## config.mk

```make
export PLATFORM = sky130hd
export DESIGN_NAME = mul_div_unit
export DESIGN_NICKNAME = d
export VERILOG_FILES = /design/src/rtl/mul_div_unit.sv
export SDC_FILE = /design/constraint.sdc
export NUM_CORES = 1
export LEC_CHECK = 0
export BUFFER_PORTS_ARGS = -buffer_cell sky130_fd_sc_hd__buf_4
export CAP_MARGIN = 20
export CORE_MARGIN = 2
export CORE_UTILIZATION = 37
export CTS_CLUSTER_DIAMETER = 60
export DETAILED_ROUTE_END_ITERATION = 16
export HOLD_SLACK_MARGIN = 0.08
export PLACE_DENSITY = 0.57
export SYNTH_ARGS = -nofsm -noshare
export SYNTH_HDL_FRONTEND = slang
export SYNTH_SLANG_ARGS = --single-unit
```

## constraint.sdc

```tcl
create_clock -name clk -period 4.7 [get_ports clk]
set_input_delay 0.235 -clock clk [delete_from_list [all_inputs] [get_ports clk]]
set_output_delay 0.235 -clock clk [all_outputs]
set_load 0.1 [all_outputs]
```

## src/rtl/mul_div_unit.sv

```systemverilog
// mul_div_unit: multi-cycle RV32M multiply/divide unit.
// Multiplies use radix-2 shift-add and divides use restoring shift-subtract,
// one bit per clock. Divide-by-zero and signed overflow finish right after
// launch. Optional build macro MULDIV_FAST_MUL_EN replaces the iterative
// multiply with a single-cycle combinational multiply; divides are unchanged.
module mul_div_unit #(
   parameter int DATA_WIDTH = 32
) (
   input  logic                  clk,
   input  logic                  reset,
   input  logic                  start_i,
   input  logic [3:0]            ALU_Operation_i,
   input  logic [DATA_WIDTH-1:0] A_i,
   input  logic [DATA_WIDTH-1:0] B_i,
   output logic [DATA_WIDTH-1:0] result_o,
   output logic                  busy_o,
   output logic                  done_o
);

   localparam int W  = DATA_WIDTH;
   localparam int CW = $clog2(DATA_WIDTH);

   typedef enum logic [1:0] {IDLE = 2'd0, ITER = 2'd1, FIX = 2'd2, DONE = 2'd3} state_t;

   state_t          state_r, state_s;
   logic [2:0]      op_r, op_s;          // op code without the always-set MSB
   logic [CW-1:0]   cnt_r, cnt_s;
   logic [2*W-1:0]  prod_r, prod_s;      // mul: {acc, multiplier}; div: {remainder, dividend/quotient}
   logic [W-1:0]    mcand_r, mcand_s;    // mul: multiplicand; div: divisor
   logic            sa_r, sa_s;          // effective sign of A
   logic            sb_r, sb_s;          // effective sign of B
   logic [W-1:0]    result_r, result_s;
   logic            busy_r, done_r;

   // operand decode for a launch request
   logic            in_div_s, in_signed_a_s, in_signed_b_s, in_sa_s, in_sb_s;
   logic            div_zero_s, div_ovf_s;
   logic [W-1:0]    mag_a_s, mag_b_s, special_res_s;

   assign in_div_s      = ALU_Operation_i[2];
   assign in_signed_a_s = in_div_s ? ~ALU_Operation_i[0]
                                   : (ALU_Operation_i[1:0] == 2'b01) || (ALU_Operation_i[1:0] == 2'b10);
   assign in_signed_b_s = in_div_s ? ~ALU_Operation_i[0] : (ALU_Operation_i[1:0] == 2'b01);
   assign in_sa_s       = in_signed_a_s & A_i[W-1];
   assign in_sb_s       = in_signed_b_s & B_i[W-1];
   assign mag_a_s       = in_sa_s ? -A_i : A_i;
   assign mag_b_s       = in_sb_s ? -B_i : B_i;
   assign div_zero_s    = in_div_s && (B_i == {W{1'b0}});
   assign div_ovf_s     = in_div_s && !ALU_Operation_i[0] &&
                          (A_i == {1'b1, {(W-1){1'b0}}}) && (B_i == {W{1'b1}});
   // divide by zero: quotient all ones, remainder = dividend; overflow: quotient = A, remainder 0
   assign special_res_s = div_zero_s ? (ALU_Operation_i[1] ? A_i : {W{1'b1}})
                                     : (ALU_Operation_i[1] ? {W{1'b0}} : A_i);

   // one iteration step of each algorithm
   logic [W:0]      mul_sum_s, div_shift_s, div_diff_s;
   logic            div_ge_s;
   logic [W-1:0]    div_rem_s;

   assign mul_sum_s   = {1'b0, prod_r[2*W-1:W]} + (prod_r[0] ? {1'b0, mcand_r} : {(W+1){1'b0}});
   assign div_shift_s = {prod_r[2*W-1:W], prod_r[W-1]};
   assign div_ge_s    = div_shift_s >= {1'b0, mcand_r};
   assign div_diff_s  = div_shift_s - {1'b0, mcand_r};
   assign div_rem_s   = div_ge_s ? div_diff_s[W-1:0] : div_shift_s[W-1:0];

   // sign correction and output selection
   logic            neg_s;
   logic [2*W-1:0]  mul_full_s;
   logic [W-1:0]    quot_s, rem_s, fix_res_s;

   assign neg_s = sa_r ^ sb_r;
`ifdef MULDIV_FAST_MUL_EN
   // signed 33x33 multiply: operands sign-extended from their effective sign bit
   logic [2*W-1:0]  fast_a_s, fast_b_s;
   assign fast_a_s   = {{W{sa_r}}, mcand_r};
   assign fast_b_s   = {{W{sb_r}}, prod_r[W-1:0]};
   assign mul_full_s = fast_a_s * fast_b_s;
`else
   assign mul_full_s = neg_s ? -prod_r : prod_r;
`endif
   assign quot_s    = neg_s ? -prod_r[W-1:0] : prod_r[W-1:0];
   assign rem_s     = sa_r ? -prod_r[2*W-1:W] : prod_r[2*W-1:W];
   assign fix_res_s = op_r[2] ? (op_r[1] ? rem_s : quot_s)
                              : ((op_r[1:0] == 2'b00) ? mul_full_s[W-1:0] : mul_full_s[2*W-1:W]);

   // next-state and datapath update logic
   always_comb begin
      state_s  = state_r;
      op_s     = op_r;
      cnt_s    = cnt_r;
      prod_s   = prod_r;
      mcand_s  = mcand_r;
      sa_s     = sa_r;
      sb_s     = sb_r;
      result_s = result_r;
      case (state_r)
         IDLE: begin
            if (start_i && ALU_Operation_i[3]) begin
               op_s  = ALU_Operation_i[2:0];
               cnt_s = {CW{1'b0}};
               sa_s  = in_sa_s;
               sb_s  = in_sb_s;
               if (div_zero_s || div_ovf_s) begin
                  result_s = special_res_s;
                  state_s  = DONE;
               end else if (in_div_s) begin
                  mcand_s = mag_b_s;
                  prod_s  = {{W{1'b0}}, mag_a_s};
                  state_s = ITER;
               end else begin
`ifdef MULDIV_FAST_MUL_EN
                  mcand_s = A_i;
                  prod_s  = {{W{1'b0}}, B_i};
                  state_s = FIX;
`else
                  mcand_s = mag_a_s;
                  prod_s  = {{W{1'b0}}, mag_b_s};
                  state_s = ITER;
`endif
               end
            end else begin
               state_s = IDLE;
            end
         end
         ITER: begin
            if (op_r[2]) begin
               prod_s = {div_rem_s, prod_r[W-2:0], div_ge_s};
            end else begin
               prod_s = {mul_sum_s, prod_r[W-1:1]};
            end
            cnt_s = cnt_r + CW'(1);
            if (cnt_r == CW'(W-1)) begin
               state_s = FIX;
            end else begin
               state_s = ITER;
            end
         end
         FIX: begin
            result_s = fix_res_s;
            state_s  = DONE;
         end
         DONE: begin
            state_s = IDLE;
         end
         default: begin
            state_s = IDLE;
         end
      endcase
   end

   // state, datapath and registered status outputs
   always_ff @(posedge clk or negedge reset) begin
      if (!reset) begin
         state_r  <= IDLE;
         op_r     <= 3'b000;
         cnt_r    <= {CW{1'b0}};
         prod_r   <= {(2*W){1'b0}};
         mcand_r  <= {W{1'b0}};
         sa_r     <= 1'b0;
         sb_r     <= 1'b0;
         result_r <= {W{1'b0}};
         busy_r   <= 1'b0;
         done_r   <= 1'b0;
      end else begin
         state_r  <= state_s;
         op_r     <= op_s;
         cnt_r    <= cnt_s;
         prod_r   <= prod_s;
         mcand_r  <= mcand_s;
         sa_r     <= sa_s;
         sb_r     <= sb_s;
         result_r <= result_s;
         busy_r   <= (state_s != IDLE);
         done_r   <= (state_s == DONE);
      end
   end

   assign result_o = result_r;
   assign busy_o   = busy_r;
   assign done_o   = done_r;

endmodule
```

# After elaboration in Yosys (flattened, before gate mapping)
# Cells that the tools add are included.
# op_classes
add_sub_neg	8
order_cmp	1
n_eq_ne	12
muxes	30
bitwise	5
reduce_logical	19
# ops
cell	count
$mux 32	16
$mux 64	4
$neg 32->32	4
$pmux 64 s2	1
$eq 32x32->1 const B	2
$neg 64->64	1
$pmux 32 s2	1
$add 32x32->33	1
$ge 33x32->1	1
$logic_not 32->1	1
$sub 32x32->32	1
$pmux 5 s2	1
$reduce_and 3->1	3
$eq 2x2->1 const B	4
$pmux 2 s4	1
$mux 2	3
$ne 2x2->1 const B	3
$reduce_bool 2->1	3
$add 5x1->5 const B	1
$eq 5x5->1 const B	1
$logic_and 1x1->1	5
$mux 5	1
$eq 2x1->1 const B	2
$logic_not 2->1	2
other kinds (7)	12
# totals
register_bits	142
in_bits	71
output_inout_bits	34
wordCells	85

# Longest topological paths before layout
# depth
ltp_word	9
depth_mapped	14

# Worst setup path before layout
# OpenSTA, ideal clock, no wires.
# synth_path
path_type	register to register
startpoint	register prod_r[0]
endpoint	register prod_r[60]
setup_ps	122
arrival_time_ps	3261
required_time_ps	4578
slack_ps	1318
stages_incl_launch_ff	14
path_buffers	1
cell_sequence	dfrtp_1 -> inv_1 -> clkbuf_1 -> nor2_1 -> ha_1 -> a21o_1 -> a21o_1 -> a2111oi_0 -> o21ai_0 -> o21ai_0 -> nor2_1 -> a311oi_1 -> mux2i_1 -> a32o_1
# synth_via
elab_chain_cells	4
# synth_lines
item	line_no	source
start, declared	28	logic [2*W-1:0] prod_r, prod_s;
start signal, assigned	157	prod_r <= {(2*W){1'b0}};
start signal, assigned	168	prod_r <= prod_s;
$mux 32	60	assign mul_sum_s = {1'b0, prod_r[2*W-1:W]} + (prod_r[0] ? {1'b0, mcand_r} : {(W+1){1'b0}});
$add 32x32->33	60	
$mux 64	126	if (op_r[2]) begin
$pmux 64 s2	96	case (state_r)
# No other way between the ends.
# A chain may end at the register's enable or synchronous reset.

# Final worst setup path
# layout_path
startpoint	register prod_r[0]
endpoint	register prod_r[62]
# The elaborated chain is that of the path after synthesis.

==> flow_metrics.py <==
metrics = {
    "die": {
        "start_util_pct": 37.6,
        "io_pins": 105,
        "dieWidth_um": 208,
        "floorplan.core_area_um2": 40800,
        "dieArea_um2": 43100,
        "die_h_um": 208,
        "core.rowCount": 74,
    },
    "cts": {
        "clock_tree_from_tritoncts": "done",
        "tritoncts_num_sinks": 142,
        "postCtsResizedCells": 0,
        "clk_latency_ns": 0.46,
        "cts_max_path_buffers": 2,
        "cts-htree-levels": 4,
        "clock-root-buffer": "sky130_fd_sc_hd__clkbuf_16",
        "clkTransAtPathRegs_ns": 0.07,
        "cts_buffers": 17,
    },
    "critical_path": {
        "crit-reg2reg-launch": "prod_r[0]",
        "crit_start": "prod_r[0]",
        "critical_path_class": "reg -> reg",
        "cpPeakStageDelay_ns": 0.69,
        "critPathSlowestCell": "sky130_fd_sc_hd__a2111oi_0",
        "critical_path_arrival_ns": 4.55,
        "path_cells": "inv_1, buf_4, nor2_1, ha_1, a21o_1, a2111oi_0, o21ai_0, o21ai_0, o21ai_0, a31oi_1, xnor2_1, a221o_1",
        "worst_setup_end_kind": "register",
        "required_ns": 5.05,
        "cp_max_fo": 12,
        "start_kind": "register",
        "critical-path-top-cell-by-count": "sky130_fd_sc_hd__o21ai_0",
    },
    "sta": {
        "maxSlewHeadroom_pct": 33.1,
        "finalHoldViolations": 0,
        "postLayoutSetupSlackWorst_ns": 0.499,
        "setup_total_negative_slack_ns": 0,
        "max_slew.worst_pin.slew_ns": 0.996,
        "setup_repair_after_global_routing_missed_its_margin": "no",
        "post-route-min-period_ns": 4.20,
        "max_freq_mhz": 238,
        "min_period_over_period_pct": 89.4,
        "largest_clock_skew_in_the_final_design_ns": 0.0112,
        "finalSetupViolations": 0,
        "timing_max_transition_violations_final": 0,
    },
    "drt": {
        "drt-wirelength-per-cell_um": 24.1,
        "detailedRoute.firstPassIterationCount": 5,
        "first_iter_violations": 1770,
        "ant_nets": 0,
        "detailroute.via_count": 16300,
        "vias_per_cell": 6.14,
        "remaining_drc_errors": 0,
        "postRouteWirelength_um": 63700,
    },
    "synthesis": {
        "ys.warnings.count": 0,
        "post_synth_most_frequent_cells": "231 x sky130_fd_sc_hd__nand2_1, 207 x sky130_fd_sc_hd__nor2_1, 177 x sky130_fd_sc_hd__a21oi_1",
        "synth_top_cell_area_share_pct": 23.2,
        "most_frequently_used_flop_master_after_synthesis": "sky130_fd_sc_hd__dfrtp_1",
        "post_synthesis_mean_instance_area_um2": 7.40,
        "mappedNetlistNets": 2217,
        "synth_top_cells_by_area": "sky130_fd_sc_hd__dfrtp_1 23%, sky130_fd_sc_hd__xor2_1 5.9%, sky130_fd_sc_hd__ha_1 5.9%",
        "synth-adder-area-share_pct": 6.72,
        "parity_gate_share_of_the_synthesized_area_counting_xor_and_xnor_cells_pct": 11.3,
        "cells_after_synthesis": 2072,
        "synth.mux.area_fraction_pct": 4.28,
        "synth.ff_latch_count": 142,
        "yosysMostFrequentCell": "sky130_fd_sc_hd__nand2_1",
        "yosysUniqueCellTypes": 75,
        "postSynth.asyncResetShare_pct": 100,
        "synth_largest_area_cell": "sky130_fd_sc_hd__dfrtp_1",
        "synth-edff-count": 0,
        "largest_family_of_logic_cells_by_synthesized_area": "compound AO/OA/AOI/OAI gates",
        "syn-cell-area_um2": 15300,
        "synth.yosys.seq_area_share_pct": 23.2,
        "synth-compound-area-share_pct": 28.4,
        "yosys.area_share.simple_pct": 20.5,
    },
    "layout": {
        "finalInstanceArea_um2": 17400,
        "final_layout_size_suffix_gt1_share_pct": 10.9,
        "number_of_nets_in_the_finished_design": 2248,
        "number_of_diodes_added_for_antenna_fixing": 0,
        "utilization_pct": 42.5,
        "areaGrowthSynthToFinish_pct": 13.2,
    },
    "placement": {
        "dp_hpwl_um": 50000,
        "port_buffers": 104,
        "post_dp_cell_area_um2": 16600,
        "setup_slack_placement_ns": 0.533,
        "finalWeightedCongestion": 0.961,
    },
    "global_route": {
        "grt_start_max_net_pins": 99,
        "grt_first_pass_wirelength_um": 96300,
        "globalRouteTotalUtil_pct": 29.2,
        "first_global_vias": 15100,
        "residual_overflow_from_global_routing": 0,
        "grt_antenna_before_repair": 0,
    },
    "power_and_ir_drop": {
        "power.leakage_uw": 0.00714,
        "vdd_drop_max_mv": 0.362,
        "power.density_cell_area_nw_per_um2": 879,
    },
    "min_path": {
        "timing.hold.worst.start": "ALU_Operation_i[3]",
        "worstHoldPathType": "in -> reg",
    },
    "outcome": {
        "run_status": "finished clean",
    },
    "job": {
        "drv.max_cap_violation_count": 0,
    },
}
==> where the power goes <==
group | leakage, uW | switching (uW) | total [uW] | internal (uW)
clock | 0.000316 | 619 | 1570 | 951
combinational | 0.00514 | 7020 | 11000 | 3940
sequential | 0.00168 | 915 | 2720 | 1810
total | 0.00714 | 8560 | 15300 | 6700
==> path summary, 6_finish.rpt <==
kind,to,slack (ns),cells after the start
worst max-delay path,prod_r[62],0.50,12
worst min-delay path,state_r[0],0.14,3
worst max register to register,prod_r[62],0.50,12
worst min register to register,mcand_r[24],0.49,2
max in group asynchronous,result_o[22],3.26,3
min in group asynchronous,mcand_r[27],0.38,2
==> worst max-delay path: cells and delay by family, from the launching register on <==
family | cells | cell delay (ns)
AOI/OAI and AO/OA | 7 | 2.58
xor gates and xnor gates | 1 | 0.09
adders and majority gates | 1 | 0.38
buffers and inverters | 2 | 0.48
DFF | 1 | 0.46
and+or+nand+nor | 1 | 0.08
==> logic make-up after synthesis <==
| group | Yosys count |
|---|---|
| mux | 65 |
| flops | 142 |
| compound gates | 686 |
| simple gates | 682 |
| buf+inv | 216 |
| fa+ha+maj | 83 |
| xor+xnor | 198 |
==> cell type report <==
cell class,instances,area (um^2)
fill,4217,23500
multi-input combinational,1714,11000
sequential,142,3550
timing repair buffer,161,1240
tap,532,666
clock buffer,17,425
inverter,67,251
clock inverter,15,234
==> metal layers <==
metal / global-route usage [%] / up-vias / wire length (um)
li1: - / 7624 / -
met1: 40.3 / 7850 / 28600
met2: 44.4 / 679 / 27900
met3: 7.08 / 101 / 5280
met4: 10.0 / 0 / 1920
met5: 0 / - / 0
==> per-stage QoR <==
step | cells | hold WS [ns] | total power [uW]
finish | 2648 | 0.142 | 15300
global route | 2648 | 0.151 | 16300
CTS | 2647 | 0.115 | 15000
detailed placement | 2613 | 0.310 | 13400
global placement | 2612 | 0.312 | 13300
floorplan | 2072 | -0.0606 | 10200
==> sequential cells by signal (all words and copies together), names as in the netlist <==
register  flops
busy_o        1
cnt_r         5
done_o        1
mcand_r      32
op_r          3
prod_r       64
result_o     32
sa_r          1
sb_r          1
state_r       2
==> timing repair <==
| item | in CTS | in global routing |
|---|---|---|
| endpoints found under the hold margin | 67 | 0 |
| setup endpoints to repair | 0 | 0 |
| hold buffers | 2 | 0 |
| setup buffers | 0 | 0 |
==> layout by cell type (no fill, tap or decap), types with 12 or more instances in the layout <==
cell type | Yosys | final
sky130_fd_sc_hd__xnor2_1 | 95 | 94
sky130_fd_sc_hd__nand2b_1 | 17 | 16
sky130_fd_sc_hd__or3_1 | 15 | 15
sky130_fd_sc_hd__nor3_1 | 57 | 57
sky130_fd_sc_hd__a211oi_1 | 48 | 48
sky130_fd_sc_hd__inv_1 | 66 | 66
sky130_fd_sc_hd__clkbuf_16 | 0 | 17
sky130_fd_sc_hd__o211ai_1 | 39 | 39
sky130_fd_sc_hd__mux2i_1 | 60 | 60
sky130_fd_sc_hd__nand4_1 | 21 | 21
sky130_fd_sc_hd__nand2_1 | 231 | 231
sky130_fd_sc_hd__and2_1 | 12 | 12
sky130_fd_sc_hd__a21o_1 | 33 | 33
sky130_fd_sc_hd__ha_1 | 72 | 72
sky130_fd_sc_hd__a21oi_1 | 177 | 177
sky130_fd_sc_hd__a22oi_1 | 16 | 16
sky130_fd_sc_hd__nor4_1 | 21 | 21
sky130_fd_sc_hd__dfrtp_1 | 142 | 141
sky130_fd_sc_hd__or4_1 | 18 | 18
sky130_fd_sc_hd__a31oi_1 | 28 | 28
sky130_fd_sc_hd__a221oi_1 | 16 | 16
sky130_fd_sc_hd__nand3_1 | 34 | 34
sky130_fd_sc_hd__o31ai_1 | 36 | 36
sky130_fd_sc_hd__buf_4 | 3 | 156
sky130_fd_sc_hd__xor2_1 | 103 | 102
sky130_fd_sc_hd__nor2_1 | 207 | 203
sky130_fd_sc_hd__o21ai_0 | 167 | 167
sky130_fd_sc_hd__o41ai_1 | 20 | 20
Note: power is estimated with default switching activity, not from simulation.
